### config.mk
export PLATFORM = sky130hd
export DESIGN_NAME = mc_control_unit
export DESIGN_NICKNAME = d
export VERILOG_FILES = /design/src/rtl/ctrl_pkg.sv /design/src/rtl/mc_decode.sv /design/src/rtl/mc_control_unit.sv
export SDC_FILE = /design/constraint.sdc
export NUM_CORES = 1
export LEC_CHECK = 0
export BUFFER_PORTS_ARGS = -buffer_cell sky130_fd_sc_hd__buf_4
export CAP_MARGIN = 20
export CORE_MARGIN = 2
export CORE_UTILIZATION = 54
export CTS_CLUSTER_SIZE = 24
export DETAILED_ROUTE_END_ITERATION = 10
export GPL_TIMING_DRIVEN = 0
export PLACE_DENSITY = 0.85
export SYNTH_ARGS = -nofsm -noshare
export SYNTH_HDL_FRONTEND = slang
export SYNTH_SLANG_ARGS = --single-unit
### constraint.sdc
create_clock -name clk -period 5.7 [get_ports clk]
set_clock_uncertainty 0.15 [all_clocks]
set_input_delay 1.14 -clock clk [delete_from_list [all_inputs] [get_ports clk]]
set_output_delay 1.14 -clock clk [all_outputs]
set_load 0.1 [all_outputs]
### src/rtl/ctrl_pkg.sv
// Shared encodings for the multicycle controller: states, opcode/funct values,
// mux select codes, ALU ops and the registered control word. ADDM_EN adds the addm states.
package ctrl_pkg;

  typedef enum logic [4:0] {
    S_RESET     = 5'd0,
    S_FETCH     = 5'd1,
    S_FETCH_WAIT= 5'd2,
    S_IR_LOAD   = 5'd3,
    S_DECODE    = 5'd4,
    S_R_EXEC    = 5'd5,
    S_R_WB      = 5'd6,
    S_I_EXEC    = 5'd7,
    S_I_WB      = 5'd8,
    S_ADDR      = 5'd9,
    S_MEM_RD    = 5'd10,
    S_MEM_WAIT  = 5'd11,
    S_MEM_MDR   = 5'd12,
    S_LW_WB     = 5'd13,
    S_MEM_WR    = 5'd14,
    S_BEQ       = 5'd15,
    S_JUMP      = 5'd16,
    S_ADDM_RD   = 5'd17,
    S_ADDM_WAIT = 5'd18,
    S_ADDM_MDR  = 5'd19,
    S_ADDM_EXEC = 5'd20,
    S_ADDM_WB   = 5'd21,
    S_TRAP      = 5'd22
  } state_t;

  localparam logic [5:0] OP_RTYPE = 6'h00;
  localparam logic [5:0] OP_ADDI  = 6'h08;
  localparam logic [5:0] OP_LW    = 6'h23;
  localparam logic [5:0] OP_SW    = 6'h2B;
  localparam logic [5:0] OP_BEQ   = 6'h04;
  localparam logic [5:0] OP_J     = 6'h02;

  localparam logic [5:0] FN_ADD   = 6'h20;
  localparam logic [5:0] FN_SUB   = 6'h22;
  localparam logic [5:0] FN_AND   = 6'h24;
  localparam logic [5:0] FN_ADDM  = 6'h05;

  localparam logic [1:0] SRCA_ALUOUT = 2'b00;
  localparam logic [1:0] SRCA_PC     = 2'b01;
  localparam logic [1:0] SRCA_REGA   = 2'b10;
  localparam logic [1:0] SRCA_MDR    = 2'b11;

  localparam logic [1:0] SRCB_REGB   = 2'b00;
  localparam logic [1:0] SRCB_FOUR   = 2'b01;
  localparam logic [1:0] SRCB_IMM    = 2'b10;
  localparam logic [1:0] SRCB_IMMSH  = 2'b11;

  localparam logic [1:0] PCSRC_ALU    = 2'b00;
  localparam logic [1:0] PCSRC_ALUOUT = 2'b01;
  localparam logic [1:0] PCSRC_JUMP   = 2'b10;

  localparam logic [1:0] ADDR_PC     = 2'b00;
  localparam logic [1:0] ADDR_ALUOUT = 2'b01;
  localparam logic [1:0] ADDR_REGA   = 2'b10;

  localparam logic [2:0] ALU_PASS = 3'b000;
  localparam logic [2:0] ALU_ADD  = 3'b001;
  localparam logic [2:0] ALU_SUB  = 3'b010;
  localparam logic [2:0] ALU_AND  = 3'b011;

  typedef struct packed {
    logic       pcwrite;
    logic [1:0] pcsource;
    logic [1:0] iord;
    logic       memwrite;
    logic       irwrite;
    logic       mdrwrite;
    logic       abwrite;
    logic       aluoutwrite;
    logic       regwrite;
    logic       regdst;
    logic       memtoreg;
    logic [1:0] srca;
    logic [1:0] srcb;
    logic [2:0] aluop;
    logic       trap;
  } ctrl_t;

  function automatic logic [2:0] rtype_aluop(input logic [5:0] funct);
    case (funct)
      FN_SUB:  return ALU_SUB;
      FN_AND:  return ALU_AND;
      default: return ALU_ADD;
    endcase
  endfunction

endpackage

### src/rtl/mc_decode.sv
// DECODE-state dispatch: maps opcode/funct to the first execute state.
// With ADDM_EN defined, R-type funct 0x05 dispatches to the addm sequence.
module mc_decode
  import ctrl_pkg::*;
(
  input  logic [5:0] opcode,
  input  logic [5:0] funct,
  output state_t     next
);

  always_comb begin
    next = S_TRAP;
    case (opcode)
      OP_RTYPE: begin
        case (funct)
          FN_ADD, FN_SUB, FN_AND: next = S_R_EXEC;
`ifdef ADDM_EN
          FN_ADDM:                next = S_ADDM_RD;
`endif
          default:                next = S_TRAP;
        endcase
      end
      OP_ADDI:      next = S_I_EXEC;
      OP_LW, OP_SW: next = S_ADDR;
      OP_BEQ:       next = S_BEQ;
      OP_J:         next = S_JUMP;
      default:      next = S_TRAP;
    endcase
  end

endmodule

### src/rtl/mc_control_unit.sv
// Multicycle control FSM; outputs are registered from the next state so they are Moore
// in the current state. ADDM_EN enables the addm (rd <- Mem[rs] + rt) sequence.
module mc_control_unit
  import ctrl_pkg::*;
(
  input  logic       clk,
  input  logic       reset,
  input  logic [5:0] opcode,
  input  logic [5:0] funct,
  input  logic       zero,
  output logic       PCWrite,
  output logic [1:0] PCSource,
  output logic [1:0] IorD,
  output logic       MemWrite,
  output logic       IRWrite,
  output logic       MDRWrite,
  output logic       ABWrite,
  output logic       ALUOutWrite,
  output logic       RegWrite,
  output logic       RegDst,
  output logic       MemToReg,
  output logic [1:0] ALUSrcAControl,
  output logic [1:0] ALUSrcBControl,
  output logic [2:0] ALUOp,
  output logic       trap,
  output logic [4:0] state_out
);

  state_t state, nxt, dec_next;
  ctrl_t  ctl, ctl_nxt;
  logic   is_store;

  mc_decode u_decode (
    .opcode (opcode),
    .funct  (funct),
    .next   (dec_next)
  );

  always_comb begin
    nxt = S_TRAP;
    case (state)
      S_RESET:      nxt = S_FETCH;
      S_FETCH:      nxt = S_FETCH_WAIT;
      S_FETCH_WAIT: nxt = S_IR_LOAD;
      S_IR_LOAD:    nxt = S_DECODE;
      S_DECODE:     nxt = dec_next;
      S_R_EXEC:     nxt = S_R_WB;
      S_I_EXEC:     nxt = S_I_WB;
      S_ADDR:       nxt = is_store ? S_MEM_WR : S_MEM_RD;
      S_MEM_RD:     nxt = S_MEM_WAIT;
      S_MEM_WAIT:   nxt = S_MEM_MDR;
      S_MEM_MDR:    nxt = S_LW_WB;
`ifdef ADDM_EN
      S_ADDM_RD:    nxt = S_ADDM_WAIT;
      S_ADDM_WAIT:  nxt = S_ADDM_MDR;
      S_ADDM_MDR:   nxt = S_ADDM_EXEC;
      S_ADDM_EXEC:  nxt = S_ADDM_WB;
      S_ADDM_WB:    nxt = S_FETCH;
`endif
      S_R_WB, S_I_WB, S_LW_WB, S_MEM_WR, S_BEQ, S_JUMP: nxt = S_FETCH;
      S_TRAP:       nxt = S_TRAP;
      default:      nxt = S_TRAP;
    endcase
  end

  // Control word for the state being entered; R_EXEC's ALUOp uses funct seen in DECODE.
  always_comb begin
    ctl_nxt = '0;
    case (nxt)
      S_FETCH: begin
        ctl_nxt.iord = ADDR_PC;  ctl_nxt.srca = SRCA_PC;  ctl_nxt.srcb = SRCB_FOUR;
        ctl_nxt.aluop = ALU_ADD; ctl_nxt.pcsource = PCSRC_ALU; ctl_nxt.pcwrite = 1'b1;
      end
      S_IR_LOAD: ctl_nxt.irwrite = 1'b1;
      S_DECODE: begin
        ctl_nxt.abwrite = 1'b1;  ctl_nxt.srca = SRCA_PC;  ctl_nxt.srcb = SRCB_IMMSH;
        ctl_nxt.aluop = ALU_ADD; ctl_nxt.aluoutwrite = 1'b1;
      end
      S_R_EXEC: begin
        ctl_nxt.srca = SRCA_REGA; ctl_nxt.srcb = SRCB_REGB;
        ctl_nxt.aluop = rtype_aluop(funct); ctl_nxt.aluoutwrite = 1'b1;
      end
      S_R_WB: begin
        ctl_nxt.regdst = 1'b1; ctl_nxt.regwrite = 1'b1;
      end
      S_I_EXEC, S_ADDR: begin
        ctl_nxt.srca = SRCA_REGA; ctl_nxt.srcb = SRCB_IMM;
        ctl_nxt.aluop = ALU_ADD;  ctl_nxt.aluoutwrite = 1'b1;
      end
      S_I_WB: ctl_nxt.regwrite = 1'b1;
      S_MEM_RD, S_MEM_WAIT: ctl_nxt.iord = ADDR_ALUOUT;
      S_MEM_MDR: begin
        ctl_nxt.iord = ADDR_ALUOUT; ctl_nxt.mdrwrite = 1'b1;
      end
      S_LW_WB: begin
        ctl_nxt.memtoreg = 1'b1; ctl_nxt.regwrite = 1'b1;
      end
      S_MEM_WR: begin
        ctl_nxt.iord = ADDR_ALUOUT; ctl_nxt.memwrite = 1'b1;
      end
      S_BEQ: begin
        ctl_nxt.srca = SRCA_REGA; ctl_nxt.srcb = SRCB_REGB;
        ctl_nxt.aluop = ALU_SUB;  ctl_nxt.pcsource = PCSRC_ALUOUT;
      end
      S_JUMP: begin
        ctl_nxt.pcsource = PCSRC_JUMP; ctl_nxt.pcwrite = 1'b1;
      end
`ifdef ADDM_EN
      S_ADDM_RD, S_ADDM_WAIT: ctl_nxt.iord = ADDR_REGA;
      S_ADDM_MDR: begin
        ctl_nxt.iord = ADDR_REGA; ctl_nxt.mdrwrite = 1'b1;
      end
      S_ADDM_EXEC: begin
        ctl_nxt.srca = SRCA_MDR; ctl_nxt.srcb = SRCB_REGB;
        ctl_nxt.aluop = ALU_ADD; ctl_nxt.aluoutwrite = 1'b1;
      end
      S_ADDM_WB: begin
        ctl_nxt.regdst = 1'b1; ctl_nxt.regwrite = 1'b1;
      end
`endif
      S_TRAP:  ctl_nxt.trap = 1'b1;
      default: ctl_nxt = '0;
    endcase
  end

  // lw/sw split is latched in DECODE so opcode is not consulted again in ADDR.
  always_ff @(posedge clk) begin
    if (reset) begin
      state    <= S_RESET;
      ctl      <= '0;
      is_store <= 1'b0;
    end else begin
      state <= nxt;
      ctl   <= ctl_nxt;
      if (state == S_DECODE) is_store <= (opcode == OP_SW);
    end
  end

  assign PCWrite        = ctl.pcwrite | ((state == S_BEQ) & zero);
  assign PCSource       = ctl.pcsource;
  assign IorD           = ctl.iord;
  assign MemWrite       = ctl.memwrite;
  assign IRWrite        = ctl.irwrite;
  assign MDRWrite       = ctl.mdrwrite;
  assign ABWrite        = ctl.abwrite;
  assign ALUOutWrite    = ctl.aluoutwrite;
  assign RegWrite       = ctl.regwrite;
  assign RegDst         = ctl.regdst;
  assign MemToReg       = ctl.memtoreg;
  assign ALUSrcAControl = ctl.srca;
  assign ALUSrcBControl = ctl.srcb;
  assign ALUOp          = ctl.aluop;
  assign trap           = ctl.trap;
  assign state_out      = state;

endmodule
# Word level (Yosys, flattened, before mapping)

Cells that the tools add are included.

Div/mod/pow operators: 0
Reduce and logical (&&, ||, !) cells: 10
$mul: 0
Shift operators: 0
Equality and inequality tests: 40
Bitwise gates (word level): 2
Mux-type cells: 18
Order comparisons: 0
Add/subtract/negate cells: 0

Operators by type and width:

| kind               | number |
|---|---|
| $eq 5x4->1 const B | 16 |
| $pmux 5 s11        | 1 |
| $eq 5x3->1 const B | 8 |
| $pmux 7 s5         | 1 |
| $eq 6x6->1 const B | 5 |
| $pmux 5 s5         | 1 |
| $eq 5x2->1 const B | 3 |
| $eq 5x5->1 const B | 3 |
| $mux 1             | 11 |
| $eq 5x1->1 const B | 2 |
| $pmux 2 s2         | 2 |
| $reduce_or 4->1    | 2 |
| $reduce_or 7->1    | 1 |
| $eq 6x2->1 const B | 1 |
| $eq 6x3->1 const B | 1 |
| $eq 6x4->1 const B | 1 |
| $logic_not 6->1    | 1 |
| $reduce_or 2->1    | 3 |
| $reduce_or 3->1    | 2 |
| $logic_not 5->1    | 1 |
| $mux 5             | 1 |
| $mux 3             | 1 |
| $and 1x1->1        | 1 |
| $or 1x1->1         | 1 |

Input port bits: 15
Bits in read-only memories: 0
Register bits: 27
Bits in latches: 0
Output and inout bits: 26
Memories kept: 0
Bits in writable memories: 0

# Logic depth before layout (Yosys ltp)

Gate-level depths: netlist of the first run.

Depth in word-level cells: 8
Mapped depth: 8
Mapped depth without buffers: 6

# Modules after synthesis

A second synthesis of the first run with hierarchy kept.

Cell total of the unflattened synthesis: 172
Area, all modules: 1476.4 um^2

Modules (own cells, without submodules):

| module          | cells an instance | times used | area an instance (um^2) |
|---|---|---|---|
| mc_control_unit | 156               | 1          | 1351.3 |
| mc_decode       | 16                | 1          | 125.1 |

# Worst setup path after synthesis of the first run

Ideal clock, no wire load.

Kind: register to output
Start point: register state[2], in the netlist state_out[2]
End point: output PCWrite
Setup slack: 2.139 ns
Cell stages (with the launch flop): 4
Data arrival time: 2.271 ns
Path buffers: 1
Path through: dfxtp_1 -> buf_2 -> and3_1 -> a41o_1

Longest elaborated chain between the ends: 3

Ends and longest elaborated chain:

| item                   | RTL line               | RTL |
|---|---|---|
| from (decl)            | mc_control_unit.sv:29  | `state_t state, nxt, dec_next;` |
| from (signal assigned) | mc_control_unit.sv:133 | `state <= nxt;` |
| $eq 5x4->1             | mc_control_unit.sv:139 | `assign PCWrite = ctl.pcwrite \| ((state == S_BEQ) & zero);` |
| $and 1x1->1            | mc_control_unit.sv:139 |  |
| $or 1x1->1             | mc_control_unit.sv:139 |  |
| to (decl)              | mc_control_unit.sv:11  | `output logic PCWrite,` |

No other way between the ends.

# Final worst setup path of the first run

Start point: input zero
End point: output PCWrite

Longest elaborated chain between the ends: 2

Ends and longest elaborated chain:

| item        | RTL line               | RTL |
|---|---|---|
| from (decl) | mc_control_unit.sv:10  | `input logic zero,` |
| $and 1x1->1 | mc_control_unit.sv:139 |  |
| $or 1x1->1  | mc_control_unit.sv:139 |  |

No other way between the ends.

==> results of run 1 <==
[cell usage in the layout (no fill, tap or decap), types with 2 or more instances in the layout]
cell type,count
and2_1,2
conb_1,2
a31oi_1,2
nand2b_1,3
o21ai_1,2
a211o_1,2
or2_2,2
nand4_1,2
dfxtp_1,24
nand2_1,9
o21ai_0,6
a21oi_1,7
buf_6,3
mux2i_1,3
nor3_1,7
buf_2,2
a41o_1,2
nand3_1,2
inv_1,6
nor2_1,17
a311o_1,2
buf_4,50
and3_1,3
clkbuf_4,3
o21a_1,2
[Yosys cell counts (3+ instances only)]
library cell / n / area share, %
dfxtp_1: 24 / 36
nor2_1: 17 / 4.8
buf_4: 12 / 6.7
nand2_1: 9 / 2.5
a21oi_1: 7 / 2.6
nor3_1: 7 / 2.6
inv_1: 6 / 1.7
o21ai_0: 6 / 2.2
and3_1: 3 / 1.4
buf_6: 3 / 2.5
mux2i_1: 3 / 2.2
nand2b_1: 3 / 1.4
[worst min path at each step]
| stage | to | cells past startpoint |
|---|---|---|
| finish | is_store | 2 |
| global route | is_store | 2 |
| CTS | is_store | 2 |
| detailed placement | is_store | 2 |
| global placement | is_store | 2 |
| floorplan | is_store | 2 |
[final cells by class]
type                       count  area, um^2  share of cell area [%]
sequential                    24         480                    27.9
multi-input combinational    108         709                    41.2
buffer                        17         134                    7.78
tap                           30        37.5                    2.18
clock buffer                   3        22.5                    1.31
inverter                       6        22.5                    1.31
timing repair buffer          38         285                    16.6
clock inverter                 1        30.0                    1.74
[layer usage]
| metal | track usage (%) | wire length (um) | vias up |
|---|---|---|---|
| li1 | - | - | 636 |
| met4 | 8.97 | 55 | 0 |
| met2 | 44.3 | 1650 | 58 |
| met5 | 0 | 0 | - |
| met1 | 28.4 | 1220 | 602 |
| met3 | 2.78 | 206 | 10 |
[report_power, final]
group	total (mW)	internal (mW)	switching (mW)
sequential	0.228	0.199	0.0285
clock	0.123	0.0711	0.0514
combinational	0.570	0.151	0.419
[state kept, by name, summed over array words and instances (netlist names)]
register	count
RegWrite	1
state_out	5
MDRWrite	1
IorD	1
IRWrite	1
RegDst	1
ALUSrcAControl	2
ALUSrcBControl	1
MemToReg	1
MemWrite	1
ALUOutWrite	1
ABWrite	1
trap	1
PCSource	2
ctl	1
ALUOp	2
is_store	1
[cell families (layout without fill, tap and decap cells)]
| kind of cell | Yosys count | in the layout | share of synthesized area [%] |
|---|---|---|---|
| simple gates | 63 | 63 | 28.1 |
| compound gates | 38 | 38 | 20.6 |
| flops | 24 | 24 | 35.8 |
| buf+inv | 23 | 65 | 11.6 |
| mux | 3 | 3 | 2.24 |
| fa+ha+maj | 1 | 1 | 0.746 |
| other cells | 1 | 2 | 0.279 |
| xor+xnor | 1 | 1 | 0.652 |
[per-stage QoR]
step	worst slack, ns	std cells	cell area [um^2]	util [%]	hold slack [ns]
5_1_grt	2.53	227	1720	71.4	0.363
6_report	2.55	227	1720	71.4	0.324
3_3_place_gp	2.51	223	1670	69.3	0.296
2_1_floorplan	2.14	155	1350	-	0.280
4_1_cts	2.55	227	1720	71.4	0.326
3_5_place_dp	2.43	223	1670	69.3	0.308
[worst min-delay path: cells and delay by family (launching register included)]
kind            cells  cell delay [ns]
compound gates      1             0.05
flops               1             0.34
simple gates        1             0.06
==> run metrics, run 1 <==
Crit path max-delay family buffers and inverters; Nets 213; HPWL after DPL 2.45 mm; pwr dens 534 nW/um^2; # port buffers 38; Mapped Area 1340 um^2; slowest CP cell a41o_1; diode count 0; Slew headroom 33.5%; grt ovf 0; Leak Pwr 0.810 nW; clk slew on worst S/H paths 0.13 ns; via count 1306; reg-to-reg slack, setup 3.24 ns; Post-CTS Setup Inserts 0; ys async rst share 0%; Min Clock Period, post-route 3.15 ns; crit path launch zero; CP Capture Type output port; CP peak stage delay 0.23 ns; Routed Wire Length 3.14 mm; layout cell share with drive strength beyond 1 36.0%; Die Wd 53.9 um; Root Driver clkbuf_4; CP required 4.41 ns; register area share after synthesis 35.8%; Post-CTS Hold Fix Bufs 0; core area 2410 um^2; First-pass DRT Iterations 4; post-DR vias/cell 5.75; crit-path max FO 1; CP endpoint PCWrite; CTS Sinks 24; Crit path arrival time 1.86 ns; Crit Reg-Reg Endpoint ALUOp[0]; H-tree depth 1; Layout area overhead 28.2%; hold crit path type reg -> reg; Cell Chain, Critical Path buf_4 -> and3_1 -> a41o_1 -> buf_4; initial antenna violation count 0; status finished clean; final RePlAce weighted congestion 0.933; residual DRC count 0; first-pass GRT wire length 5.12 mm; Buf+Inv Stages, Crit Path 2; Final Hold Vio Count 0; worst-margin pin slew 0.991 ns; Post-synth EDFFs 0; worst reg-to-reg path cell count 7; CP startpoint kind primary input; total power 0.920 mW; initial core utilization 55.7%; drt wl/cell 13.8 um; fin crit share 55.3%; filler instances 207; Worst R2R Start state_out[0]; Synth cell types 55; Synth Warn # 0; Initial DRC Count 31; vias in the first global route 1209; count of final setup violators 0; worst vdd ir 481 uV; Synth Register Bits 24; largest net degree at the start of global routing 15; FMAX 317 MHz; Max Cap Viol 0; Total Die Area 2900 um^2; Rows 18; cell count after synthesis 154; ys flop type dfxtp_1; hold path start is_store; CTS buffer count 3; CTS Buffer Depth 2; Mean Syn Cell Area 8.72 um^2; RSZ-0062 raised after global routing no; ANT nets after route 0; WP depth 4; CTS tree done; most used cell, CP buf_4; fin. max-slew vios 0; Setup Crit Path Kind in -> out; # IOs 41; # resized after CTS 0; overall routing resource usage 24.2%; Die Y 53.9 um; Final TNS setup 0 ns; clk_lat worst skew 0.31 ns
Note: power is estimated with default switching activity, not from simulation.
==> run 2: changes to the inputs <==
- CORE_UTILIZATION: 54 -> 50
- PLACE_DENSITY: 0.85 -> 0.8
- clock period: 5.7 -> 3.2 ns (I/O delays scaled with it)
==> run 2 against run 1 <==
Via count fell by 1.2%. Sequential cell count did not move. Wire length increased by 3.3%. First-iteration DRC count shrank 6.5%. Non-clock buffer count stayed put. Combinational power grew 79%. Sequential power is 78% higher. Setup slack got worse by 1.9 ns. Largest power group unchanged. Clock power grew 82%.
==> run metrics, run 2 (synthesis results as in run 1) <==
# IOs 41 (unchanged); Total Die Area 3120 um^2 (was 2900 um^2); design area 1720 um^2 (unchanged); CTS Buffer Depth 2 (unchanged); drt wl/cell 14.3 um (was 13.8 um); # port buffers 38 (unchanged); CP Capture Type flop (was output port); slowest CP cell a311oi_1 (was a41o_1); hold crit path type reg -> reg (unchanged); worst vdd ir 604 uV (was 481 uV); HPWL after DPL 2.48 mm (was 2.45 mm); Routed Wire Length 3.24 mm (was 3.14 mm); Leak Pwr 0.810 nW (unchanged); filler instances 211 (was 207); overall routing resource usage 22.4% (was 24.2%); Layout area overhead 28.2% (unchanged); FF/Latch Area 480 um^2 (unchanged); Post-CTS Setup Inserts 0 (unchanged); Max Cap Viol 0 (unchanged); largest net degree at the start of global routing 15 (unchanged); Largest register FFs 5 (unchanged); vias in the first global route 1251 (was 1209); FMAX 399 MHz; Cell Chain, Critical Path buf_6 -> o21a_1 -> o22ai_1 -> a311oi_1 -> a21oi_1 -> mux2i_1 -> o221ai_1 (was buf_4 -> and3_1 -> a41o_1 -> buf_4); Initial DRC Count 29 (was 31); via count 1290 (was 1306); Root Driver clkbuf_4 (unchanged); initial antenna violation count 0 (unchanged); initial core utilization 53.7% (was 55.7%); Final TNS setup 0 ns (unchanged); crit-path max FO 10 (was 1); H-tree depth 1 (unchanged); # resized after CTS 0 (unchanged); most frequent cells in the layout buf_4 (50), dfxtp_1 (24), nor2_1 (17), nand2_1 (9) (unchanged); clk slew on worst S/H paths 0.15 ns (was 0.13 ns); count of final setup violators 0 (unchanged); Die Y 55.8 um (was 53.9 um); RSZ-0062 raised after global routing no (unchanged); placed inst area 1670 um^2 (unchanged); Nets 213 (unchanged); most common cell after layout, fill and taps aside buf_4 (unchanged); residual DRC count 0 (unchanged); pwr dens 956 nW/um^2 (was 534 nW/um^2); diode count 0 (unchanged); CTS tree done (unchanged); CP required 3.24 ns (was 4.41 ns); grt ovf 0 (unchanged); worst-margin pin slew 0.986 ns (was 0.991 ns); final RePlAce weighted congestion 0.876 (was 0.933); Final Hold Vio Count 0 (unchanged); CP peak stage delay 0.82 ns (was 0.23 ns); Slew headroom 33.8% (was 33.5%); total power 1.65 mW (was 0.920 mW); clk_lat worst skew 0.33 ns (was 0.31 ns); CTS Sinks 24 (unchanged); multi-input logic area 709 um^2 (unchanged); CP startpoint kind flop (was primary input); fin. max-slew vios 0 (unchanged); Min Clock Period, post-route 2.51 ns; post-DR vias/cell 5.68 (was 5.75); ANT nets after route 0 (unchanged); First-pass DRT Iterations 4 (unchanged); first-pass GRT wire length 5.49 mm (was 5.12 mm); Rows 18 (unchanged); layout cell share with drive strength beyond 1 36.0% (unchanged); status finished clean (unchanged); Die Wd 55.8 um (was 53.9 um); Setup Crit Path Kind reg -> reg (was in -> out); core area 2500 um^2 (was 2410 um^2); CTS buffer count 3 (unchanged); Post-CTS Hold Fix Bufs 0 (unchanged); fin crit share 78.3%; Crit path arrival time 2.55 ns (was 1.86 ns)
run 2: cell counts in the layout (fill, tap and decap cells not counted):
Identical to the previous run, type by type.
run 2: critical path, delay by kind of cell (launching register included):
kind | cells | cell delay [ns]
AOI/OAI and AO/OA | 5 | 1.30
DFF | 1 | 0.52
muxes | 1 | 0.21
buffers and inverters | 1 | 0.18
run 2: final cells by class:
type	count	area share, %
multi-input cells	108	41.2
flip-flops and latches	24	27.9
repair buffers	38	16.6
plain buffers	17	7.78
well taps	30	2.18
clock inverters	1	1.74
clock buffers	3	1.31
inverters	6	1.31
run 2: final timing paths:
path	from	endpoint	slack, ns	depth (start not counted)
hold reg to reg	is_store	is_store	0.32	2
setup / recovery	state_out[3]	ALUOp[0]	0.69	7
hold / removal	is_store	is_store	0.32	2
setup reg to reg	state_out[3]	ALUOp[0]	0.69	7
run 2: per-stage QoR:
stage | util, % | std cells | setup WS [ns] | hold WS [ns]
floorplan | - | 155 | 0.139 | 0.280
global placement | 66.8 | 223 | 0.499 | 0.297
detailed placement | 66.8 | 223 | 0.434 | 0.297
CTS | 68.9 | 227 | 0.718 | 0.316
global route | 68.9 | 227 | 0.458 | 0.364
finish | 68.9 | 227 | 0.693 | 0.315
run 2: power by group:
part,switching (mW),total (mW),leakage (nW),internal [mW]
Sequential,0.0504,0.405,0.195,0.355
Clock,0.0977,0.224,0.0279,0.127
Combinational,0.748,1.02,0.587,0.268
run 2: metal layers:
metal  routed length (um)  GRT usage [%]  vias up  share of wire, %
li1                     -              -      635                 -
met5                    0              0        -                 0
met2                 1640           40.0       55                51
met4                   85           10.5        0               2.6
met3                  230           3.26        9               7.1
met1                 1280           26.1      591                40
==> run 3: changes to the inputs <==
- CORE_UTILIZATION: 50 -> 45
- PLACE_DENSITY: 0.8 -> 0.76
- clock period: 3.2 -> 2.3 ns (I/O delays scaled with it)
==> run 3 against run 2 <==
The flow now finishes with violations (design-rule violations). Sequential power grew 42%. Clock power grew 19%. Critical path depth shrank 3. Core utilization shrank 6.4 points. Final area grew 1.7%. Critical endpoint is now PCWrite.
==> run metrics, run 3 (synthesis results as in run 1) <==
final setup margin 0.102 ns (was 0.693 ns); initial core utilization 47.9% (was 53.7%); filler instances 245 (was 211); # port buffers 38 (unchanged); CTS tree done (unchanged); ANT nets after route 0 (unchanged); initial antenna violation count 0 (unchanged); first-pass GRT wire length 5.11 mm (was 5.49 mm); CP Capture Type output port (was flop); Initial DRC Count 21 (was 29); Min Clock Period, post-route 2.20 ns; Largest register FFs 5 (unchanged); Die Wd 58.6 um (was 55.8 um); Layout area overhead 30.5% (was 28.2%); most frequent cells in the layout buf_4 (50), dfxtp_1 (19), nor2_1 (17), nand2_1 (9) (was buf_4 (50), dfxtp_1 (24), nor2_1 (17), nand2_1 (9)); largest net degree at the start of global routing 15 (unchanged); Die Y 58.6 um (was 55.8 um); count of final setup violators 0 (unchanged); grt ovf 0 (unchanged); crit-path max FO 10 (unchanged); overall routing resource usage 18.9% (was 22.4%); reg-to-reg slack, setup 0.15 ns (was 0.69 ns); diode count 0 (unchanged); residual DRC count 3 (was 0); Leak Pwr 0.812 nW (was 0.810 nW); clk slew on worst S/H paths 0.14 ns (was 0.15 ns); drt wl/cell 13.9 um (was 14.3 um); hold path depth 3 (was 2); via count 1307 (was 1290); Final Hold Vio Count 0 (unchanged); CP required 1.69 ns (was 3.24 ns); Crit Reg-Reg Endpoint MDRWrite (was ALUOp[0]); CTS Sinks 24 (unchanged); design area 1750 um^2 (was 1720 um^2); Worst R2R Start state_out[0] (was state_out[3]); Total Die Area 3440 um^2 (was 3120 um^2); Root Driver clkbuf_4 (unchanged); # IOs 41 (unchanged); Rows 19 (was 18); final RePlAce weighted congestion 0.896 (was 0.876); worst reg-to-reg path cell count 6 (was 7); fin. max-slew vios 0 (unchanged); layout cell share with drive strength beyond 1 40.1% (was 36.0%); FMAX 455 MHz; worst-case hold path end point MDRWrite (was is_store); CTS buffer count 3 (unchanged); worst vdd ir 514 uV (was 604 uV); CTS Buffer Depth 2 (unchanged); H-tree depth 1 (unchanged); Setup WS pre-CTS -0.273 ns (was 0.434 ns); hold path start reset (was is_store); RSZ-0062 raised after global routing no (unchanged); failing checks design-rule violations; most common cell after layout, fill and taps aside buf_4 (unchanged); Routed Wire Length 3.17 mm (was 3.24 mm); Nets 213 (unchanged); Crit path arrival time 1.59 ns (was 2.55 ns); pwr dens 1290 nW/um^2 (was 956 nW/um^2); hold crit path type in -> reg (was reg -> reg); post-DR vias/cell 5.73 (was 5.68); First-pass DRT Iterations 9 (was 4); placed inst area 1690 um^2 (was 1670 um^2); status finished with violations (was finished clean); FF/Latch Area 494 um^2 (was 480 um^2); CP startpoint kind flop (unchanged); clk_lat worst skew 0.32 ns (was 0.33 ns); Max Cap Viol 0 (unchanged); core area 2810 um^2 (was 2500 um^2); fin crit share 95.6%; multi-input logic area 729 um^2 (was 709 um^2); Setup Crit Path Kind reg -> out (was reg -> reg); HPWL after DPL 2.45 mm (was 2.48 mm); vias in the first global route 1188 (was 1251)
run 3: cell types whose count changed in the layout (fill, tap and decap cells not counted), sizes merged:
cell,change
bufinv,-1
clkbuf,+1
run 3: worst max path at each step:
| stage | end | from | cells past startpoint |
|---|---|---|---|
| finish | PCWrite | state_out[2] | 4 |
| global route | MDRWrite | state_out[0] | 6 |
| CTS | PCWrite | state_out[2] | 4 |
| detailed placement | ALUOp[0] | opcode[2] | 7 |
| global placement | ALUOp[0] | opcode[2] | 7 |
| floorplan | RegWrite | state_out[0] | 5 |
run 3: cell type report:
| type | instances | share of cell area, % |
|---|---|---|
| Sequential cell | 24 | 28.2 |
| Buffer | 17 | 7.64 |
| Tap cell | 31 | 2.21 |
| Clock buffer | 4 | 2.71 |
| Timing Repair Buffer | 38 | 16.3 |
| Inverter | 6 | 1.29 |
| Multi-Input combinational cell | 108 | 41.6 |
run 3: what timing repair did:
| item | CTS | global route |
|---|---|---|
| buffers inserted | 0 | 0 |
| gates cloned | 0 | 0 |
| gates resized for setup | 1 | 2 |
| endpoints found under the setup margin | 1 | 1 |
| pin swaps | 0 | 0 |
| hold buffers | 0 | 0 |
run 3: metal layers:
metal	vias to the layer above	GRT usage [%]	share of wire (%)
met5	-	0	0
met4	0	6.49	1.9
met3	7	1.76	4.3
met2	35	34.7	52
met1	630	23.0	41
li1	635	-	-
run 3: worst max-delay path, cell delays in order, from the launching register on:
cell     delay, ns
dfxtp_4       0.41
buf_2         0.20
and3_1        0.19
a41o_2        0.19
buf_4         0.28
run 3: per-stage QoR:
| stage | std cells | hold WS [ns] | total power, mW | TNS, ns | utilization, % |
|---|---|---|---|---|---|
| finish | 228 | 0.262 | 2.25 | 0 | 62.4 |
| global route | 228 | 0.262 | 2.35 | 0 | 62.4 |
| CTS | 228 | 0.269 | 2.24 | 0 | 62.0 |
| detailed placement | 224 | 0.304 | 1.97 | -1.34 | 60.1 |
| global placement | 224 | 0.297 | 1.95 | -1.11 | 60.1 |
| floorplan | 155 | 0.280 | 1.70 | 0 | - |
run 3: power by group:
group / internal, mW / switching, mW / leakage, nW
clock: 0.133 / 0.134 / 0.0261
sequential: 0.501 / 0.0757 / 0.198
combinational: 0.378 / 1.03 / 0.588
